$ cat src/rtl/sprite_rom_arbiter.sv
// Shares one single-port sprite memory read port among N_REQ requesters by giving
// each requester one read slot per pixel period; results are presented one pixel later.
module sprite_rom_arbiter #(
  parameter int                N_REQ       = 3,
  parameter int                ADDR_W      = 18,
  parameter int                DATA_W      = 12,
  parameter int                MEM_LAT     = 1,
  parameter logic [DATA_W-1:0] TRANSPARENT = 12'h0f0
) (
  input  logic                      clk,
  input  logic                      reset_n,
  input  logic                      pixel_tick,
  input  logic [N_REQ-1:0]          req_valid,
  input  logic [N_REQ*ADDR_W-1:0]   req_addr,
  output logic                      mem_en,
  output logic [ADDR_W-1:0]         mem_addr,
  input  logic [DATA_W-1:0]         mem_data,
  output logic [N_REQ*DATA_W-1:0]   rd_data,
  output logic [N_REQ-1:0]          rd_valid,
  output logic                      busy,
  output logic                      overrun,
  input  logic                      overrun_clr
);

  localparam int SLOT_W = (N_REQ > 1) ? $clog2(N_REQ) : 1;
  localparam int TAG_W  = SLOT_W + 1;
  localparam int DCNT_W = (MEM_LAT > 1) ? $clog2(MEM_LAT) : 1;

  localparam logic [1:0] IDLE  = 2'd0;
  localparam logic [1:0] ISSUE = 2'd1;
  localparam logic [1:0] DRAIN = 2'd2;
  localparam logic [1:0] DONE  = 2'd3;

  localparam logic [SLOT_W-1:0] LAST_SLOT  = SLOT_W'(N_REQ - 1);
  localparam logic [DCNT_W-1:0] LAST_DRAIN = DCNT_W'(MEM_LAT - 1);

  logic [1:0]              state;
  logic [SLOT_W-1:0]       slot;
  logic [DCNT_W-1:0]       drain_cnt;
  logic [N_REQ-1:0]        snap_valid;
  logic [N_REQ*ADDR_W-1:0] snap_addr;
  logic [N_REQ-1:0]        stage_valid;
  logic [N_REQ*DATA_W-1:0] stage_data;
  logic [TAG_W-1:0]        tag_pipe [MEM_LAT];

  logic                    cur_valid;
  logic [ADDR_W-1:0]       cur_addr;
  logic [TAG_W-1:0]        issue_tag;
  logic                    cap_hit;
  logic [SLOT_W-1:0]       cap_slot;
  logic [N_REQ-1:0]        stage_valid_next;
  logic [N_REQ*DATA_W-1:0] stage_data_next;

  assign busy = (state == ISSUE) || (state == DRAIN);

  always_comb begin
    cur_valid = 1'b0;
    cur_addr  = '0;
    for (int k = 0; k < N_REQ; k++) begin
      if (slot == SLOT_W'(k)) begin
        cur_valid = snap_valid[k];
        cur_addr  = snap_addr[k*ADDR_W +: ADDR_W];
      end
    end
    issue_tag = (state == ISSUE) ? {cur_valid, slot} : '0;
  end

  assign cap_hit  = tag_pipe[MEM_LAT-1][TAG_W-1];
  assign cap_slot = tag_pipe[MEM_LAT-1][SLOT_W-1:0];

  // A capture landing on a tick edge still counts as completed, so it is merged
  // here and forwarded straight to the presented outputs.
  always_comb begin
    stage_valid_next = stage_valid;
    stage_data_next  = stage_data;
    for (int k = 0; k < N_REQ; k++) begin
      if (cap_hit && (cap_slot == SLOT_W'(k))) begin
        stage_valid_next[k]                  = 1'b1;
        stage_data_next[k*DATA_W +: DATA_W] = mem_data;
      end
    end
  end

  always_ff @(posedge clk or negedge reset_n) begin
    if (!reset_n) begin
      state     <= IDLE;
      slot      <= '0;
      drain_cnt <= '0;
      mem_en    <= 1'b0;
      mem_addr  <= '0;
    end else if (pixel_tick) begin
      state     <= ISSUE;
      slot      <= '0;
      drain_cnt <= '0;
      mem_en    <= 1'b0;
      mem_addr  <= '0;
    end else begin
      mem_en   <= 1'b0;
      mem_addr <= '0;
      case (state)
        ISSUE: begin
          mem_en   <= cur_valid;
          mem_addr <= cur_valid ? cur_addr : '0;
          if (slot == LAST_SLOT) begin
            state     <= DRAIN;
            drain_cnt <= '0;
          end else begin
            slot <= slot + SLOT_W'(1);
          end
        end
        DRAIN: begin
          if (drain_cnt == LAST_DRAIN) begin
            state <= DONE;
          end else begin
            drain_cnt <= drain_cnt + DCNT_W'(1);
          end
        end
        default: ;
      endcase
    end
  end

  // The tick flushes the tag pipe so reads still in flight never land in the new pixel.
  always_ff @(posedge clk or negedge reset_n) begin
    if (!reset_n) begin
      for (int i = 0; i < MEM_LAT; i++) tag_pipe[i] <= '0;
    end else if (pixel_tick) begin
      for (int i = 0; i < MEM_LAT; i++) tag_pipe[i] <= '0;
    end else begin
      tag_pipe[0] <= issue_tag;
      for (int i = 1; i < MEM_LAT; i++) tag_pipe[i] <= tag_pipe[i-1];
    end
  end

  always_ff @(posedge clk or negedge reset_n) begin
    if (!reset_n) begin
      snap_valid  <= '0;
      snap_addr   <= '0;
      stage_valid <= '0;
      stage_data  <= {N_REQ{TRANSPARENT}};
      rd_valid    <= '0;
      rd_data     <= {N_REQ{TRANSPARENT}};
      overrun     <= 1'b0;
    end else if (pixel_tick) begin
      snap_valid  <= req_valid;
      snap_addr   <= req_addr;
      rd_valid    <= stage_valid_next;
      rd_data     <= stage_data_next;
      stage_valid <= '0;
      stage_data  <= {N_REQ{TRANSPARENT}};
      if (busy) begin
        overrun <= 1'b1;
      end else if (overrun_clr) begin
        overrun <= 1'b0;
      end
    end else begin
      stage_valid <= stage_valid_next;
      stage_data  <= stage_data_next;
      if (overrun_clr) begin
        overrun <= 1'b0;
      end
    end
  end

endmodule
$ cat config.mk
export PLATFORM = sky130hd
export DESIGN_NAME = sprite_rom_arbiter
export DESIGN_NICKNAME = d
export VERILOG_FILES = /design/src/rtl/sprite_rom_arbiter.sv
export SDC_FILE = /design/constraint.sdc
export NUM_CORES = 1
export LEC_CHECK = 0
export CORE_UTILIZATION = 55
export CTS_CLUSTER_DIAMETER = 100
export CTS_CLUSTER_SIZE = 40
export DETAILED_ROUTE_END_ITERATION = 16
export GPL_ROUTABILITY_DRIVEN = 0
export PLACE_DENSITY_LB_ADDON = 0.1
export SLEW_MARGIN = 20
export SYNTH_ARGS = -nofsm -noshare
export SYNTH_HDL_FRONTEND = slang
export SYNTH_SLANG_ARGS = --single-unit
$ cat constraint.sdc
create_clock -name clk -period 5.29 [get_ports clk]
set_clock_uncertainty 0.1 [all_clocks]
set_input_delay 1.3225 -clock clk [delete_from_list [all_inputs] [get_ports clk]]
set_output_delay 1.3225 -clock clk [all_outputs]
set_load 0.03 [all_outputs]
# Word-level counts from Yosys, hierarchy flattened
# Cells that the tools add are included.
dict set report word_totals {
  word_cells 70
  ff_bits 163
  input_bits 73
  out_inout_bits 60
}
dict set report op_classes {
  n_eq_ne 9
  muxes 35
  addsub 2
  n_reduce_logical 11
}
# cell n
set ops {}
lappend ops {{$mux 18} 6}
lappend ops {{$mux 12} 3}
lappend ops {{$mux 36} 1}
lappend ops {{$mux 1} 14}
lappend ops {{$mux 2} 6}
lappend ops {{$mux 3} 3}
lappend ops {{$eq 2x1->1 const B} 3}
lappend ops {{$eq 2x2->1 const B} 3}
lappend ops {{$logic_not 2->1} 2}
lappend ops {{$pmux 2 s2} 1}
lappend ops {{$reduce_and 2->1} 2}
lappend ops {{$logic_and 1x1->1} 3}
lappend ops {{$ne 3x2->1 const B} 1}
lappend ops {{$ne 3x3->1 const B} 1}
lappend ops {{$reduce_and 3->1} 1}
lappend ops {{$reduce_bool 3->1} 1}
lappend ops {{$add 2x1->2 const B} 1}
lappend ops {{$ne 2x2->1 const B} 1}
lappend ops {{$pmux 1 s2} 1}
lappend ops {{$reduce_bool 2->1} 1}
lappend ops {{$add 1x1->1 const B} 1}
lappend ops {{$logic_or 1x1->1} 1}

# Logic depth before layout (Yosys ltp)
# Gate-level depths: netlist of run 1.
dict set report logic_depth {
  ltp_word 7
  depth_mapped 8
  depth_no_buf 5
}

# Least setup slack after synthesis of run 1
# Ideal clock, no wire load.
dict set report synth_timing {
  path_type {input port to flip-flop}
  startpoint {in pixel_tick}
  endpoint {reg snap_addr[17]}
  n_path_buf 2
  arrival_time_ns 2.136
  required_ns 5.065
  slack_ns 2.929
  setup_time_ns 0.125
  stages 3
  path_cell_list {clkbuf_1 > buf_2 > mux2_2}
}
# element line
set synth_lines {}
lappend synth_lines {{from (decl)} 12} ;# input logic pixel_tick,
lappend synth_lines {{to (signal assigned)} 146} ;# snap_addr <= req_addr;
lappend synth_lines {{to (decl)} 41} ;# logic [N_REQ*ADDR_W-1:0] snap_addr;
# No word-level cell between the ends.

# Worst setup path in the final report of run 1
dict set report layout_timing {
  startpoint {reg state[0]}
  endpoint {out busy}
}
dict set report layout_via {
  elab_chain_len 2
  word_cells_on_any_way 3
  cone_classes {eq/ne: 2; reduce/logical: 1}
}
# element line
set layout_rtl {}
lappend layout_rtl {{from (decl)} 37} ;# logic [1:0] state;
lappend layout_rtl {{from (signal assigned)} 86} ;# state <= IDLE;
lappend layout_rtl {{from (signal assigned)} 92} ;# state <= ISSUE;
lappend layout_rtl {{from (signal assigned)} 105} ;# state <= DRAIN;
lappend layout_rtl {{$eq 2x1->1 / $eq 2x2->1 (equally long branches)} 54} ;# assign busy = (state == ISSUE) || (state == DRAIN);
lappend layout_rtl {{$logic_or 1x1->1 *} 54}
lappend layout_rtl {{to (decl)} 20} ;# output logic busy,
# Mark *: on every way between the ends. The rest lies on a longest branch, timed or not.

==> results of run 1 <==
-- sequential cells by signal, summed over array words and instances (netlist names) --
register,cells
snap_valid,3
rd_data,36
rd_valid,3
stage_data,36
slot,2
snap_addr,54
overrun,1
tag_pipe,2
state,2
mem_en,1
mem_addr,18
stage_valid,3
-- power by group --
part           switching, mW  internal [mW]
Clock                  0.454          0.651
Combinational          0.640          0.450
Sequential            0.0847           1.42
Total                   1.18           2.52
-- logic make-up after synthesis --
family                     share of synthesized area
and+or+nand+nor                               0.0961
xor gates and xnor gates                     0.00136
DFF                                            0.628
buffers and inverters                         0.0449
AOI/OAI and AO/OA                             0.0928
muxes                                          0.127
adders and majority gates                    0.00968
-- worst max-delay path: stages (launching register included) --
cell and delay [ns]:
sky130_fd_sc_hd__dfrtp_1 0.38, sky130_fd_sc_hd__inv_1 0.07, sky130_fd_sc_hd__ha_1 0.33, sky130_fd_sc_hd__inv_1 0.06, sky130_fd_sc_hd__clkdlybuf4s50_1 0.66
-- metal layers --
metal  wire [um]  track usage
met1        5690        0.298
met2        6440        0.371
met3         631       0.0564
met4         128       0.0808
met5           0            0
-- cell usage in the layout (no fill, tap or decap), types with 2 or more instances in the layout --
| cell type | count |
|---|---|
| sky130_fd_sc_hd__nand2_1 | 30 |
| sky130_fd_sc_hd__o21ai_0 | 18 |
| sky130_fd_sc_hd__a221oi_1 | 11 |
| sky130_fd_sc_hd__inv_1 | 25 |
| sky130_fd_sc_hd__nor2b_1 | 6 |
| sky130_fd_sc_hd__mux2_2 | 40 |
| sky130_fd_sc_hd__clkdlybuf4s50_1 | 130 |
| sky130_fd_sc_hd__nor2_1 | 71 |
| sky130_fd_sc_hd__buf_6 | 2 |
| sky130_fd_sc_hd__clkbuf_1 | 2 |
| sky130_fd_sc_hd__nand2b_1 | 2 |
| sky130_fd_sc_hd__nand3b_1 | 17 |
| sky130_fd_sc_hd__mux2i_1 | 37 |
| sky130_fd_sc_hd__a221oi_2 | 7 |
| sky130_fd_sc_hd__dfstp_2 | 24 |
| sky130_fd_sc_hd__clkinvlp_4 | 3 |
| sky130_fd_sc_hd__clkbuf_16 | 17 |
| sky130_fd_sc_hd__clkinv_2 | 8 |
| sky130_fd_sc_hd__dfrtp_1 | 137 |
| sky130_fd_sc_hd__ha_1 | 5 |
| sky130_fd_sc_hd__a21oi_1 | 57 |
| sky130_fd_sc_hd__buf_4 | 5 |
| sky130_fd_sc_hd__nor3_2 | 2 |
-- final timing paths --
check	from	to	slack [ns]	cells past startpoint
worst max-delay path	state[0]	busy	1.95	4
worst min-delay path	stage_valid[1]	stage_valid[1]	0.39	2
worst max register to register	slot[0]	mem_addr[13]	2.63	5
worst min register to register	stage_valid[1]	stage_valid[1]	0.39	2
max in group asynchronous	reset_n	snap_addr[50]	3.24	2
min in group asynchronous	reset_n	snap_addr[42]	0.89	1
-- stage by stage --
step	hold slack (ns)	setup WS, ns	total power, mW
global route	0.407	1.86	3.89
CTS	0.391	1.93	3.74
floorplan	0.351	2.93	2.24
global placement	0.365	1.99	2.58
finish	0.387	1.95	3.70
detailed placement	0.377	1.86	2.61
-- area by class of cell --
type | instances | area [um^2]
tap | 143 | 179
clock buffer | 20 | 447
inverter | 25 | 93.8
timing repair buffer | 137 | 1360
clock inverter | 12 | 92.6
fill | 824 | 3070
multi-input combinational | 311 | 2110
sequential | 161 | 4060
==> metrics, run 1 <==
final critical-path share of the clock period 0.631; number of inserted diodes 0; number of levels in the clock H-tree 4; signal arrival time at the worst endpoint 1.92 ns; chip width 110 um; GR Util All Layers 0.228; worst slew margin relative to its limit 0.295; global-route wire length before repair 20600 um; clock-pin slew reported for the worst setup and hold paths after clock tree synthesis 0.06 ns; placed wire-length estimate 8140 um; Setup TNS Final 0 ns; via-per-instance ratio 5.34; count of flip-flops with a built-in enable after synthesis 0; area added between synthesis and finish 29.1%; post-CTS resize count 0; highest attainable clock frequency 0.299 GHz; DRT Pass-1 Iters 5; DRC violation count after routing 0; number of sinks driven by the clock tree 161; most area-hungry cell type in the Yosys netlist sky130_fd_sc_hd__dfrtp_1; grt ovf 0; pwr dens 443 nW/um^2; total instance count after detailed placement 777; Worst VDD drop 305 uV; nature of the critical path startpoint flop; post-CTS setup repair buffer count 0; largest net degree at the start of global routing 118; list of most frequent post-synthesis cells sky130_fd_sc_hd__dfrtp_1, sky130_fd_sc_hd__nor2_1, sky130_fd_sc_hd__a21oi_1, sky130_fd_sc_hd__mux2_2, sky130_fd_sc_hd__mux2i_1; slew at the pin closest to its max-slew limit 1.06 ns; final non-filler cell total 809; number of nets in the layout 731; number of port buffers 132; cts hold-fix bufs 0; post-detailed-routing wire length 12900 um; Placed Instance Area 7800 um^2; CTS tree yes; initial standard-cell utilization of the core 0.566; crit path time final 3.34 ns; unrepaired setup endpoints after global routing no; share of final-layout standard cells stronger than drive strength 1 0.167; run status finished clean; Row Count 39; Worst Path Class, Setup reg2out; total number of yosys warnings 0; top-level I/O count 133; clock tree buffer depth 2; register bit count reported by yosys 161; share of synthesized flip-flops with an asynchronous set or reset 1.00; initial antenna violation count 0; required time worst endpoint 3.87 ns; number of distinct library cells after synthesis 30; Iter 0 DRT Violations 318; Post-Synthesis Cells 535; maximum fanout count along the critical path 3; total clock buffers created by CTS 17; Chip Height 110 um; register area share after synthesis 0.628; syn avg cell area 12.1 um^2; core area 11400 um^2; final core area utilization 0.731; total via count after detailed routing 4318; finished layout cell area 8340 um^2; Clock Tree Root sky130_fd_sc_hd__clkbuf_16; Top FF cell, synth sky130_fd_sc_hd__dfrtp_1; Static Leak 3.74 nW; final setup fails 0; most repeated cell in the gate-level netlist after synthesis sky130_fd_sc_hd__dfrtp_1; number of failing hold endpoints at the final stage 0; post-synth net total 613; mapped cell area 6460 um^2; top area cells in the synthesized netlist sky130_fd_sc_hd__dfrtp_1, sky130_fd_sc_hd__dfstp_2, sky130_fd_sc_hd__mux2_2, sky130_fd_sc_hd__mux2i_1, sky130_fd_sc_hd__a21oi_1; area fraction of the dominant cell type after synthesis 0.531; pins over their slew limit 0; capturing element type of the critical path primary output; max cap viols 0; vias in the first global route 4291; overall die area 12200 um^2; class of the tightest hold or removal check reg2reg; routed length per instance 15.9 um; Detail Route Antenna Nets 0; clock latency on the worst-skew pair 0.41 ns
No activity file was read; power rests on OpenSTA's default activity.
==> run 2: changes to the inputs <==
- CORE_UTILIZATION: 55 -> 46
- clock period: 5.29 -> 2.8 ns (I/O delays scaled with it)
==> run 2 against run 1 <==
Compared with the run above:
- clock-buffer cell count up 6
- cell count up 4.7%
- core utilization down 9.8 points
- global-route usage is 3.1 points lower
- sequential share of layout area decreased by 0.98 points
- critical path type unchanged
- largest cell class unchanged
- highest routed layer unchanged
==> metrics, run 2 (synthesis gave the netlist of run 1 again) <==
destination of the worst register-to-register timing path mem_addr[1]; first element of the critical path state[0]; number of port buffers 132 (unchanged); largest stage delay on the critical path 0.66 ns (about the same); max cap viols 0 (unchanged); number of levels in the clock H-tree 4 (unchanged); final core area utilization 0.633 (-0.0978); Placed Instance Area 7930 um^2 (+1.6%); switching power 2.22 mW (+88%); overall die area 14500 um^2 (+19%); CTS tree yes; r2r worst-path depth 6 (+1); sequential cell area in the final layout 4060 um^2 (unchanged); required time worst endpoint 2.00 ns (-1.87 ns); slew at the pin closest to its max-slew limit 0.881 ns (-0.177 ns); total instance count after detailed placement 816 (+5.0%); critical path endpoint busy; number of sinks driven by the clock tree 161 (unchanged); Static Leak 3.81 nW (+1.8%); Row Count 42 (+7.7%); placed wire-length estimate 8570 um (+5.3%); Critical path buffers and inverters 3 (unchanged); design internal power 4.98 mW (+98%); final critical-path share of the clock period 0.956; number of inserted diodes 0 (unchanged); final non-filler cell total 847 (+4.7%); largest registers snap_addr (54), rd_data (36), stage_data (36); global-route wire length before repair 21800 um (+5.9%); logic depth of the worst path, buffers included 4 (unchanged); vias in the first global route 4465 (+4.1%); fillcell total 1099 (+33%); worst slew margin relative to its limit 0.413 (+0.118); GR Util All Layers 0.197 (-0.0306); Detail Route Antenna Nets 0 (unchanged); routed length per instance 15.7 um (-1.5%); Comb pwr share 0.290 (-0.004); Worst Path Class, Setup reg2out; crit path cell chain inv_1, ha_1, inv_1, clkdlybuf4s50_1; signal arrival time at the worst endpoint 1.88 ns (-0.04 ns); DRC violation count after routing 0 (unchanged); area added between synthesis and finish 31.8%; crit-path most repeated cell sky130_fd_sc_hd__inv_1; clock tree buffer depth 2 (unchanged); number of nets in the layout 737 (+0.82%); nature of the critical path startpoint flop; crit path time final 2.68 ns; pins over their slew limit 0 (unchanged); number of flip-flops under the largest register name 54 (unchanged); clock-pin slew reported for the worst setup and hold paths after clock tree synthesis 0.06 ns (about the same); highest attainable clock frequency 0.374 GHz; class of the tightest hold or removal check in2async; startpoint of the worst-slack reg-to-reg timing path slot[0]; final setup fails 0 (unchanged); Chip Height 121 um (+9.2%); worst path setup slack after routing 0.124 ns (-1.83 ns); initial antenna violation count 0 (unchanged); sequential share of power 0.394 (-0.013); finished layout cell area 8520 um^2 (+2.1%); Iter 0 DRT Violations 320 (+0.63%); area occupied by multi-input gates 2110 um^2 (+0.12%); post-CTS setup repair buffer count 0 (unchanged); cts hold-fix bufs 0 (unchanged); maximum fanout count along the critical path 3 (unchanged); via-per-instance ratio 5.12 (-4.0%); Worst R2R Setup Slack 0.83 ns (-1.80 ns); total clock buffers created by CTS 17 (unchanged); run status finished clean; post-detailed-routing wire length 13300 um (+3.1%); Critical-path top delay cell sky130_fd_sc_hd__clkdlybuf4s50_1; number of failing hold endpoints at the final stage 0 (unchanged); grt ovf 0 (unchanged); initial standard-cell utilization of the core 0.480 (-0.0856); top-level I/O count 133 (unchanged); largest net degree at the start of global routing 80 (-32%); capturing element type of the critical path primary output; clock group share of total power 0.316 (+0.017); Clock Tree Root sky130_fd_sc_hd__clkbuf_16; most common cell after layout, fill and taps aside sky130_fd_sc_hd__dfrtp_1; DRT Pass-1 Iters 5 (unchanged); switching share of power 0.308 (-0.0103); core area 13500 um^2 (+18%); Post-Place Worst Slack 0.558 ns (-1.30 ns); Setup TNS Final 0 ns (unchanged); total via count after detailed routing 4340 (+0.51%); chip width 121 um (+9.2%); post-CTS resize count 0 (unchanged); family with the most delay on the worst path buffers and inverters; Worst VDD drop 487 uV (+60%); worst hold slack 0.145 ns (-0.242 ns); unrepaired setup endpoints after global routing no; clock latency on the worst-skew pair 0.42 ns (about the same); pwr dens 846 nW/um^2 (+91%); register bank with the most flops snap_addr; share of final-layout standard cells stronger than drive strength 1 0.171 (+0.00472); post-route total power 7.20 mW (+95%); top library cells by usage in the layout, fill and taps aside sky130_fd_sc_hd__dfrtp_1, sky130_fd_sc_hd__clkdlybuf4s50_1, sky130_fd_sc_hd__nor2_1, sky130_fd_sc_hd__a21oi_1, sky130_fd_sc_hd__mux2_2
run 2: area by class of cell:
class | instances | share of cell area
inverter | 25 | 0.0110
multi-input combinational | 311 | 0.248
clock inverter | 5 | 0.00882
sequential | 161 | 0.477
tap | 176 | 0.0259
timing repair buffer | 143 | 0.170
clock buffer | 26 | 0.0598
run 2: worst min path at each step:
stage | slack, ns | to | cells after the start | from
after floorplan | 0.30 | mem_addr[0] | 0 | reset_n
after global placement | 0.36 | stage_valid[2] | 2 | stage_valid[2]
after detailed placement | 0.38 | rd_data[4] | 2 | rd_data[4]
after CTS | 0.15 | mem_addr[5] | 1 | reset_n
after global routing | 0.17 | snap_addr[6] | 1 | reset_n
final | 0.14 | mem_addr[5] | 1 | reset_n
run 2: power groups by stage:
| stage | combinational (mW) | sequential [mW] | clock, mW |
|---|---|---|---|
| finish | 2.09 | 2.83 | 2.28 |
| detailed placement | 2.10 | 2.87 | 0 |
| global route | 2.26 | 2.87 | 2.44 |
| global placement | 2.06 | 2.86 | 0 |
| CTS | 2.11 | 2.84 | 2.33 |
| floorplan | 1.06 | 3.18 | 0 |
run 2: per-layer routing:
metal  GRT usage  vias to the layer above  share of wire
met2       0.304                      114           0.49
met4      0.0864                        0          0.014
met3      0.0524                       13          0.043
met5           0                        -              0
met1       0.263                     2154           0.46
li1            -                     2059              -
